**src/rtl/hazard_pkg.sv**
```systemverilog
// Shared constants, stage-record types and the writer-match helper for the
// hazard/forwarding controller.
package hazard_pkg;

    localparam logic [1:0] FWD_NONE = 2'b00;
    localparam logic [1:0] FWD_WB   = 2'b01;
    localparam logic [1:0] FWD_MEM  = 2'b10;

    localparam logic [1:0] WB_DMEM  = 2'b00;
    localparam logic [1:0] WB_ALU   = 2'b01;
    localparam logic [1:0] WB_PC4   = 2'b10;

    // Register indices are held zero-extended to this width inside the records.
    localparam int RD_MAX_W = 8;
    typedef logic [RD_MAX_W-1:0] rd_t;

    typedef struct packed {
        logic       valid;
        logic       regwrite;
        logic [1:0] wbsel;
        rd_t        rd;
    } stage_rec_t;

    typedef struct packed {
        rd_t  rs1;
        rd_t  rs2;
        logic use_rs1;
        logic use_rs2;
        logic asel;
        logic bsel;
    } ex_src_t;

    function automatic logic writes(stage_rec_t rec, rd_t r);
        return rec.valid && rec.regwrite && (rec.rd == r) && (r != '0);
    endfunction

endpackage

```
**src/rtl/fwd_select.sv**
```systemverilog
// MEM/WB priority match for one source register; MEM only forwards ALU results.
module fwd_select
    import hazard_pkg::*;
(
    input  rd_t        rs,
    input  stage_rec_t mem,
    input  stage_rec_t wb,
    output logic [1:0] sel
);

    always_comb begin
        sel = FWD_NONE;
        if (writes(mem, rs) && (mem.wbsel == WB_ALU))
            sel = FWD_MEM;
        // 2'b11 is not a defined writeback source, so it never forwards
        else if (writes(wb, rs) && (wb.wbsel != 2'b11))
            sel = FWD_WB;
    end

endmodule

```
**src/rtl/hazard_fwd_ctrl.sv**
```systemverilog
// Hazard and forwarding controller: EX/MEM/WB metadata pipeline, operand
// forwarding selects, one-cycle load/link-use stall and branch flush.
module hazard_fwd_ctrl
    import hazard_pkg::*;
#(
    parameter int REG_W = 5,
    parameter int CNT_W = 32
) (
    input  logic             clk,
    input  logic             rst,
    input  logic             id_valid,
    input  logic [REG_W-1:0] id_rs1,
    input  logic [REG_W-1:0] id_rs2,
    input  logic             id_use_rs1,
    input  logic             id_use_rs2,
    input  logic [REG_W-1:0] id_rd,
    input  logic             id_regwrite,
    input  logic [1:0]       id_wbsel,
    input  logic             id_asel,
    input  logic             id_bsel,
    input  logic             flush,
    input  logic             ext_hold,
    output logic [1:0]       forward_a,
    output logic [1:0]       forward_b,
    output logic [1:0]       forward_rs2,
    output logic             stall_pc,
    output logic             stall_ifid,
    output logic             bubble_ex,
    output logic [CNT_W-1:0] stall_count
);

    stage_rec_t ex_rec, mem_rec, wb_rec;
    ex_src_t    ex_src;
    logic       hazard;
    logic [1:0] sel_a, sel_b, sel_rs2;

    // Producer in EX whose result is not ready for ALU-path forwarding next cycle
    always_comb begin
        hazard = 1'b0;
        if (id_valid && !flush && writes(ex_rec, ex_rec.rd) && (ex_rec.wbsel != WB_ALU))
            hazard = (id_use_rs1 && (rd_t'(id_rs1) == ex_rec.rd)) ||
                     (id_use_rs2 && (rd_t'(id_rs2) == ex_rec.rd));
    end

    assign stall_pc   = hazard;
    assign stall_ifid = hazard;
    assign bubble_ex  = hazard;

    fwd_select u_fwd_a (
        .rs  (ex_src.rs1),
        .mem (mem_rec),
        .wb  (wb_rec),
        .sel (sel_a)
    );

    fwd_select u_fwd_b (
        .rs  (ex_src.rs2),
        .mem (mem_rec),
        .wb  (wb_rec),
        .sel (sel_b)
    );

    fwd_select u_fwd_rs2 (
        .rs  (ex_src.rs2),
        .mem (mem_rec),
        .wb  (wb_rec),
        .sel (sel_rs2)
    );

    assign forward_a   = (ex_src.use_rs1 && !ex_src.asel) ? sel_a : FWD_NONE;
    assign forward_b   = (ex_src.use_rs2 && !ex_src.bsel) ? sel_b : FWD_NONE;
    assign forward_rs2 = ex_src.use_rs2 ? sel_rs2 : FWD_NONE;

    always_ff @(posedge clk or posedge rst) begin
        if (rst) begin
            ex_rec      <= '0;
            ex_src      <= '0;
            mem_rec     <= '0;
            wb_rec      <= '0;
            stall_count <= '0;
        end else if (!ext_hold) begin
            wb_rec  <= mem_rec;
            mem_rec <= ex_rec;
            if (hazard || flush) begin
                ex_rec <= '0;
                ex_src <= '0;
            end else begin
                ex_rec <= '{valid: id_valid, regwrite: id_regwrite,
                            wbsel: id_wbsel, rd: rd_t'(id_rd)};
                ex_src <= '{rs1: rd_t'(id_rs1), rs2: rd_t'(id_rs2),
                            use_rs1: id_use_rs1, use_rs2: id_use_rs2,
                            asel: id_asel, bsel: id_bsel};
            end
            if (hazard && (stall_count != '1))
                stall_count <= stall_count + CNT_W'(1);
        end
    end

endmodule

```
**config.mk**
```make
export PLATFORM = sky130hd
export DESIGN_NAME = hazard_fwd_ctrl
export DESIGN_NICKNAME = d
export VERILOG_FILES = /design/src/rtl/hazard_pkg.sv /design/src/rtl/fwd_select.sv /design/src/rtl/hazard_fwd_ctrl.sv
export SDC_FILE = /design/constraint.sdc
export NUM_CORES = 1
export LEC_CHECK = 0
export ABC_AREA = 0
export CELL_PAD_IN_SITES_DETAIL_PLACEMENT = 0
export CELL_PAD_IN_SITES_GLOBAL_PLACEMENT = 1
export CORE_MARGIN = 2
export CORE_UTILIZATION = 43
export DETAILED_ROUTE_END_ITERATION = 6
export PLACE_DENSITY = 0.88
export SLEW_MARGIN = 20
export SYNTH_ARGS = -nofsm -noshare
export SYNTH_HDL_FRONTEND = slang
export SYNTH_HIERARCHICAL = 1
export SYNTH_SLANG_ARGS = --single-unit
```
**constraint.sdc**
```tcl
create_clock -name clk -period 2.7 [get_ports clk]
set_clock_uncertainty 0.1 [all_clocks]
set_input_delay 0.54 -clock clk [delete_from_list [all_inputs] [get_ports clk]]
set_output_delay 0.54 -clock clk [all_outputs]
set_load 0.005 [all_outputs]
```
==> results_dict.tcl, run 1 <==
set metrics [dict create \
    hold_viol 0 \
    ys_seq_area_frac 0.450 \
    worstRegToRegCells 7 \
    num-fill-cells 764 \
    synth_top_area_share 0.450 \
    grt_util_met2 0.316 \
    cts_sinks 73 \
    numPortBuffers 67 \
    core_area_sq_mm 0.00920 \
    worst_skew_pair.late_latency_ns 0.35 \
    crit-reg2reg-launch "ex_rec[4]" \
    drtPass1Iterations 4 \
    dp.cells 583 \
    finalCritPeriodShare 1.07 \
    worstHoldStart "stall_count[27]" \
    fmax_ghz 0.346 \
    drtIter0Drc 121 \
    critPathMaxStageDelay_ns 0.54 \
    synthDistinctLibCells 44 \
    ys_seq_elements 73 \
    setup_viol 4 \
    die_y_um 101 \
    ir_drop_mv 0.294 \
    place_congestion 0.858 \
    htree_levels 3 \
    diodes 0 \
    syn_area_sq_mm 0.00406 \
    post-route-cell-area_sq_mm 0.00549 \
    r2r_slack_ns 0.26 \
    setup_ws_ns -0.190 \
    cp_slowest_cell "or4_4" \
    crit_top_cell "buf_4" \
    cts_tree "done" \
    dp_hpwl_um 6740 \
    syn_avg_cell_area_sq_um 11.7 \
    nNetsFinal 527 \
    rsz0062_at_grt "yes" \
    worstHoldEndpoint "stall_count[27]" \
    clk_pin_slew_ns 0.08 \
    hold_depth 1 \
    crit_required_ns 2.06 \
    drive_gt1_frac 0.272 \
    crit_arrival_ns 2.25 \
    yosys.area.top_type "dfrtp_1" \
    synth-edff-count 0 \
    dp_slack_ns -0.499 \
    yosysWarnings 6 \
    ant_nets 0 \
    grt_pass1_wl_um 15800 \
    cap_violations 0 \
    synthArstFlopShare 1.00 \
    clockRootBuffer "clkbuf_8" \
    grt_pass1_vias 3169 \
    met3_usage 0.0449 \
    p_per_area_mw_per_mm2 439 \
    grt.overflow.total 0 \
    max-slew-margin-rel 0.537 \
    period_minus_slack_ns 2.89 \
    tightest_slew_ns 0.689 \
    clock_path_buffers 2 \
    rows 35 \
    dieWidth_um 101 \
    crit_chain "buf_4 > or4_4 > nor2_4 > nor4_2 > buf_4 > nor4_4 > and3b_1 > buf_2" \
    layout.cells.non_filler 615 \
    syn_inst 346 \
    regToRegEndpoint "ex_src[12]" \
    ctsHoldBuffers 0 \
    grt_max_degree 74 \
    crit_fanout 2 \
    cts_buffers 9 \
    pin_count 68 \
    end_kind "output pin" \
    synthFlopType "dfrtp_1" \
    drc 0 \
    syn2layout_area_growth_pct 35.3 \
    timing.setup.tns_ns -0.369 \
    power.leakage_nw 2.41 \
    violations "negative setup slack" \
    num_vias 3109 \
    busiest_layer "met2" \
    die_area_sq_mm 0.0102 \
    whs_ns 0.401 \
    wirelength_um 9540 \
    antenna_found_initial 0 \
    synth.area.top_cells "dfrtp_1 45%, xnor2_1 14%, mux2_2 5.3%, xor2_1 5.2%, nand4_1 4.2%" \
    initial_utilization 0.441 \
    wl_per_cell_um 15.5 \
    grtUsageTotal 0.196 \
    place_area_sq_mm 0.00515 \
    grt_use_met1 0.260 \
    drv_slew 0 \
    viasPerCell 5.06 \
    path_class "reg2out" \
    worstHoldPathType "reg2reg" \
    startpoint_type "flip-flop" \
    outcome "complete, but fails checks" \
]
state kept, by name (all words and copies together) (netlist names):
name and count:
ex_rec 9, wb_rec 9, ex_src 14, stall_count 32
mem_rec 9
layout make-up:
class / instances / area [sq um] / share of cell area
multi-input combinational: 302 / 2370 / 0.431
tap: 111 / 139 / 0.0253
clock buffer: 9 / 124 / 0.0225
clock inverter: 7 / 45.0 / 0.00820
sequential: 73 / 1830 / 0.332
timing repair buffer: 110 / 982 / 0.179
inverter: 3 / 11.3 / 0.00205
power breakdown:
part / internal (W) / switching (W) / leakage [nW] / total (W)
logic: 0.000242 / 0.000182 / 1.33 / 0.000424
registers: 0.00115 / 0.0000842 / 0.982 / 0.00124
clock network: 0.000331 / 0.000419 / 0.0891 / 0.000750
total: 0.00173 / 0.000685 / 2.41 / 0.00241
Yosys cell counts, types with 6 or more instances:
| master | instances |
|---|---|
| buf_6 | 6 |
| a22o_1 | 10 |
| nor4_2 | 7 |
| nor2_1 | 8 |
| nand2_1 | 14 |
| xor2_1 | 24 |
| nand3_1 | 13 |
| and3_1 | 6 |
| dfrtp_1 | 73 |
| nand4_1 | 27 |
| mux2_2 | 19 |
| xnor2_1 | 65 |
| a22o_2 | 13 |
worst max-delay path by stage:
stage               from            to  slack, ns
2_1_floorplan        rst     ex_rec[0]       0.21
3_3_place_gp   id_rs2[1]     bubble_ex      -0.48
3_5_place_dp   id_rs2[1]      stall_pc      -0.50
4_1_cts        ex_src[5]  forward_b[0]      -0.19
5_1_grt        ex_src[5]  forward_b[0]      -0.32
6_report       ex_src[5]  forward_b[0]      -0.19
routing by layer:
layer	vias up	share of wire	wire (um)
met5	-	0	0
met4	0	0.014	131
met3	11	0.043	406
met2	55	0.50	4760
met1	1518	0.44	4230
li1	1525	-	-
timing repair:
item	in CTS	in global routing
buffers inserted	13	2
cloned	0	1
resized for setup	41	7
pin swaps	23	13
endpoints found under the setup margin	9	29
logic make-up (layout without fill, tap and decap cells):
group                      after synthesis  in the layout  synth area share
buffers and inverters                   16            129            0.0302
xor gates and xnor gates                89             89             0.192
other                                    1             45          0.000924
AOI/OAI and AO/OA                       28             28            0.0678
and+or+nand+nor                        119            120             0.203
DFF                                     73             73             0.450
muxes                                   19             19            0.0527
adders and majority gates                1              1           0.00308
through the flow:
step                utilization  power, W
floorplan                     -   0.00150
global placement          0.560   0.00162
detailed placement        0.560   0.00163
CTS                       0.593   0.00242
global route              0.597   0.00252
finish                    0.597   0.00241
worst max-delay path: cells and delay by family, from the launching register on:
kind / cells / cell delay, ns
flip-flops: 1 / 0.39
buffers and inverters: 3 / 0.39
AND/OR/NAND/NOR: 5 / 1.14
placed cells by master (no fill, tap or decap), types with 2 or more instances in the layout:
cell type / count
buf_12: 2
nor2_1: 8
and2_1: 4
clkbuf_8: 9
xnor2_2: 2
nor2b_1: 3
nor2_4: 5
dlygate4sd2_1: 2
nor4_4: 3
buf_2: 7
nor3_4: 2
and4_1: 5
clkdlybuf4s50_1: 56
mux2_2: 19
buf_4: 38
conb_1: 45
nand2_1: 14
nand4_1: 27
and3_1: 6
and3b_1: 4
nor4_1: 3
inv_1: 2
xor2_1: 24
clkbuf_2: 2
or4_4: 7
clkinv_2: 4
nand3_1: 13
nor4_2: 6
a22o_1: 10
a22o_2: 13
xnor2_1: 63
buf_6: 3
dfrtp_1: 73
Note: power is estimated with default switching activity, not from simulation.
==> run 2, diff against run 1 <==
Settings changed: SLEW_MARGIN 20 to unset.
==> results of run 2 <==
No change in the layout: final DEF, timing and power equal those of run 1.
==> run 3, diff against run 2 <==
Settings changed: CTS_BUF_LIST set to sky130_fd_sc_hd__clkbuf_16, SKIP_LAST_GASP set to 1.
==> run 3 against run 2 <==
Against the previous run:
- the flow still finishes with violations (negative setup slack)
- sequential share of layout area fell by 0.71 points
- core utilization is 1.3 points higher
- clock power is 43% higher
- critical path depth stayed put
- global-route usage is 0.22 points higher
- worst setup slack improved by 0.023 ns
- critical path type unchanged
==> results_dict.tcl, run 3 (synthesized netlist as in run 1, its figures left out) <==
set metrics [dict create \
    crit_chain "buf_4 > or4_4 > nor2_4 > nor4_2 > buf_4 > nor4_4 > and3b_1 > buf_2" \
    cap_violations 0 \
    cp_slowest_cell "or4_4" \
    p_clk_frac 0.390 \
    cts_tree "done" \
    multi_input_area_sq_mm 0.00237 \
    place_congestion 0.858 \
    dp_slack_ns -0.499 \
    regArea_sq_mm 0.00183 \
    drv_slew 0 \
    crit_arrival_ns 2.23 \
    max-slew-margin-rel 0.559 \
    diodes 0 \
    power.leakage_nw 2.47 \
    ir_drop_mv 0.320 \
    wl_per_cell_um 15.7 \
    fmax_ghz 0.349 \
    core_area_sq_mm 0.00920 \
    seqPwrFrac 0.454 \
    pin_count 68 \
    num_vias 3173 \
    critPathMaxStageDelay_ns 0.54 \
    rows 35 \
    period_minus_slack_ns 2.87 \
    grt_max_degree 74 \
    hold_viol 0 \
    largest_register_ffs 32 \
    antenna_found_initial 0 \
    cts_sinks 73 \
    worst_skew_pair.late_latency_ns 0.33 \
    grt.overflow.total 0 \
    viasPerCell 5.15 \
    layout.cells.non_filler 616 \
    clock_path_buffers 2 \
    ant_nets 0 \
    wirelength_um 9650 \
    initial_utilization 0.441 \
    startpoint_type "flip-flop" \
    syn2layout_area_growth_pct 38.4 \
    sw_frac_of_total 0.262 \
    htree_levels 3 \
    dieWidth_um 101 \
    drtPass1Iterations 4 \
    mostFrequentLayoutCells "72 x dfrtp_1, 63 x xnor2_1, 55 x clkdlybuf4s50_1, 45 x conb_1, 39 x buf_4" \
    cp_top_family "simple AND/OR/NAND/NOR gates" \
    grtUsageTotal 0.198 \
    mostFrequentLayoutCell "dfrtp_1" \
    worstHoldPathType "reg2reg" \
    clk_pin_slew_ns 0.06 \
    end_kind "output pin" \
    tightest_slew_ns 0.657 \
    crit_required_ns 2.06 \
    reg.largest.list "stall_count: 32 flops, ex_src: 14 flops" \
    rsz0062_at_grt "yes" \
    p_int_w 0.00202 \
    setup_viol 4 \
    finalCritPeriodShare 1.06 \
    outcome "complete, but fails checks" \
    cts_buffers 9 \
    nNetsFinal 528 \
    crit_fanout 2 \
    p_comb_frac 0.156 \
    dp.cells 583 \
    drive_gt1_frac 0.275 \
    numPortBuffers 67 \
    critPathBufInv 3 \
    drtIter0Drc 143 \
    die_area_sq_mm 0.0102 \
    die_y_um 101 \
    switching_power_w 0.000718 \
    dp_hpwl_um 6740 \
    num-fill-cells 723 \
    path_class "reg2out" \
    setup_ws_ns -0.167 \
    grt_pass1_vias 3189 \
    clockRootBuffer "clkbuf_16" \
    grt_pass1_wl_um 15900 \
    crit_top_cell "buf_4" \
    drc 0 \
    p_per_area_mw_per_mm2 487 \
    largest_register "stall_count" \
    fin_util 0.611 \
    violations "negative setup slack" \
    timing.setup.tns_ns -0.359 \
]
-- run 3: cell count changes in the layout (fill, tap and decap cells not counted), sizes merged --
cell and delta:
clkdlybuf4s50 -1, dlymetal6s2s +1, dlygate4sd2 +1
-- run 3: per-stage QoR --
step | area, sq um | hold slack, ns | power (W)
after floorplan | 4230 | 0.381 | 0.00150
after global placement | 5150 | 0.379 | 0.00162
after detailed placement | 5150 | 0.387 | 0.00163
after CTS | 5550 | 0.400 | 0.00274
after global routing | 5620 | 0.421 | 0.00285
final | 5620 | 0.397 | 0.00274
-- run 3: final timing paths --
check                                  end  slack [ns]       startpoint  cells after the start
min                        stall_count[27]        0.40  stall_count[27]                      1
min reg2reg                stall_count[27]        0.40  stall_count[27]                      1
max reg2reg                stall_count[26]        0.21        ex_rec[4]                      9
max in group asynchronous   stall_count[7]        1.68              rst                      3
min in group asynchronous       ex_src[12]        0.49              rst                      3
max                           forward_b[0]       -0.17        ex_src[5]                      8
-- run 3: cell type report --
cell class              instances  area share
flip-flops and latches         73       0.325
clock inverters                 7     0.00802
multi-input cells             302       0.422
well taps                     111      0.0247
inverters                       3     0.00200
clock buffers                   9      0.0401
repair buffers                111       0.177
-- run 3: what timing repair did --
action	in CTS	in global routing
hold buffers	0	0
endpoints found under the setup margin	9	30
buffers inserted	12	4
gates cloned	0	1
endpoints found under the hold margin	0	0
pin swaps	22	18
gates resized for setup	36	12
-- run 3: power groups by stage --
stage / clock, W / combinational (W) / sequential (W)
final: 0.00107 / 0.000426 / 0.00124
after global routing: 0.00113 / 0.000466 / 0.00125
after CTS: 0.00110 / 0.000408 / 0.00124
after detailed placement: 0 / 0.000375 / 0.00126
after global placement: 0 / 0.000369 / 0.00125
after floorplan: 0 / 0.000257 / 0.00124
-- run 3: metal layers --
| metal | share of wire | track usage | vias up |
|---|---|---|---|
| met1 | 0.43 | 0.262 | 1566 |
| met3 | 0.041 | 0.0373 | 10 |
| li1 | - | - | 1531 |
| met5 | 0 | 0 | - |
| met4 | 0.011 | 0.0790 | 0 |
| met2 | 0.51 | 0.322 | 66 |
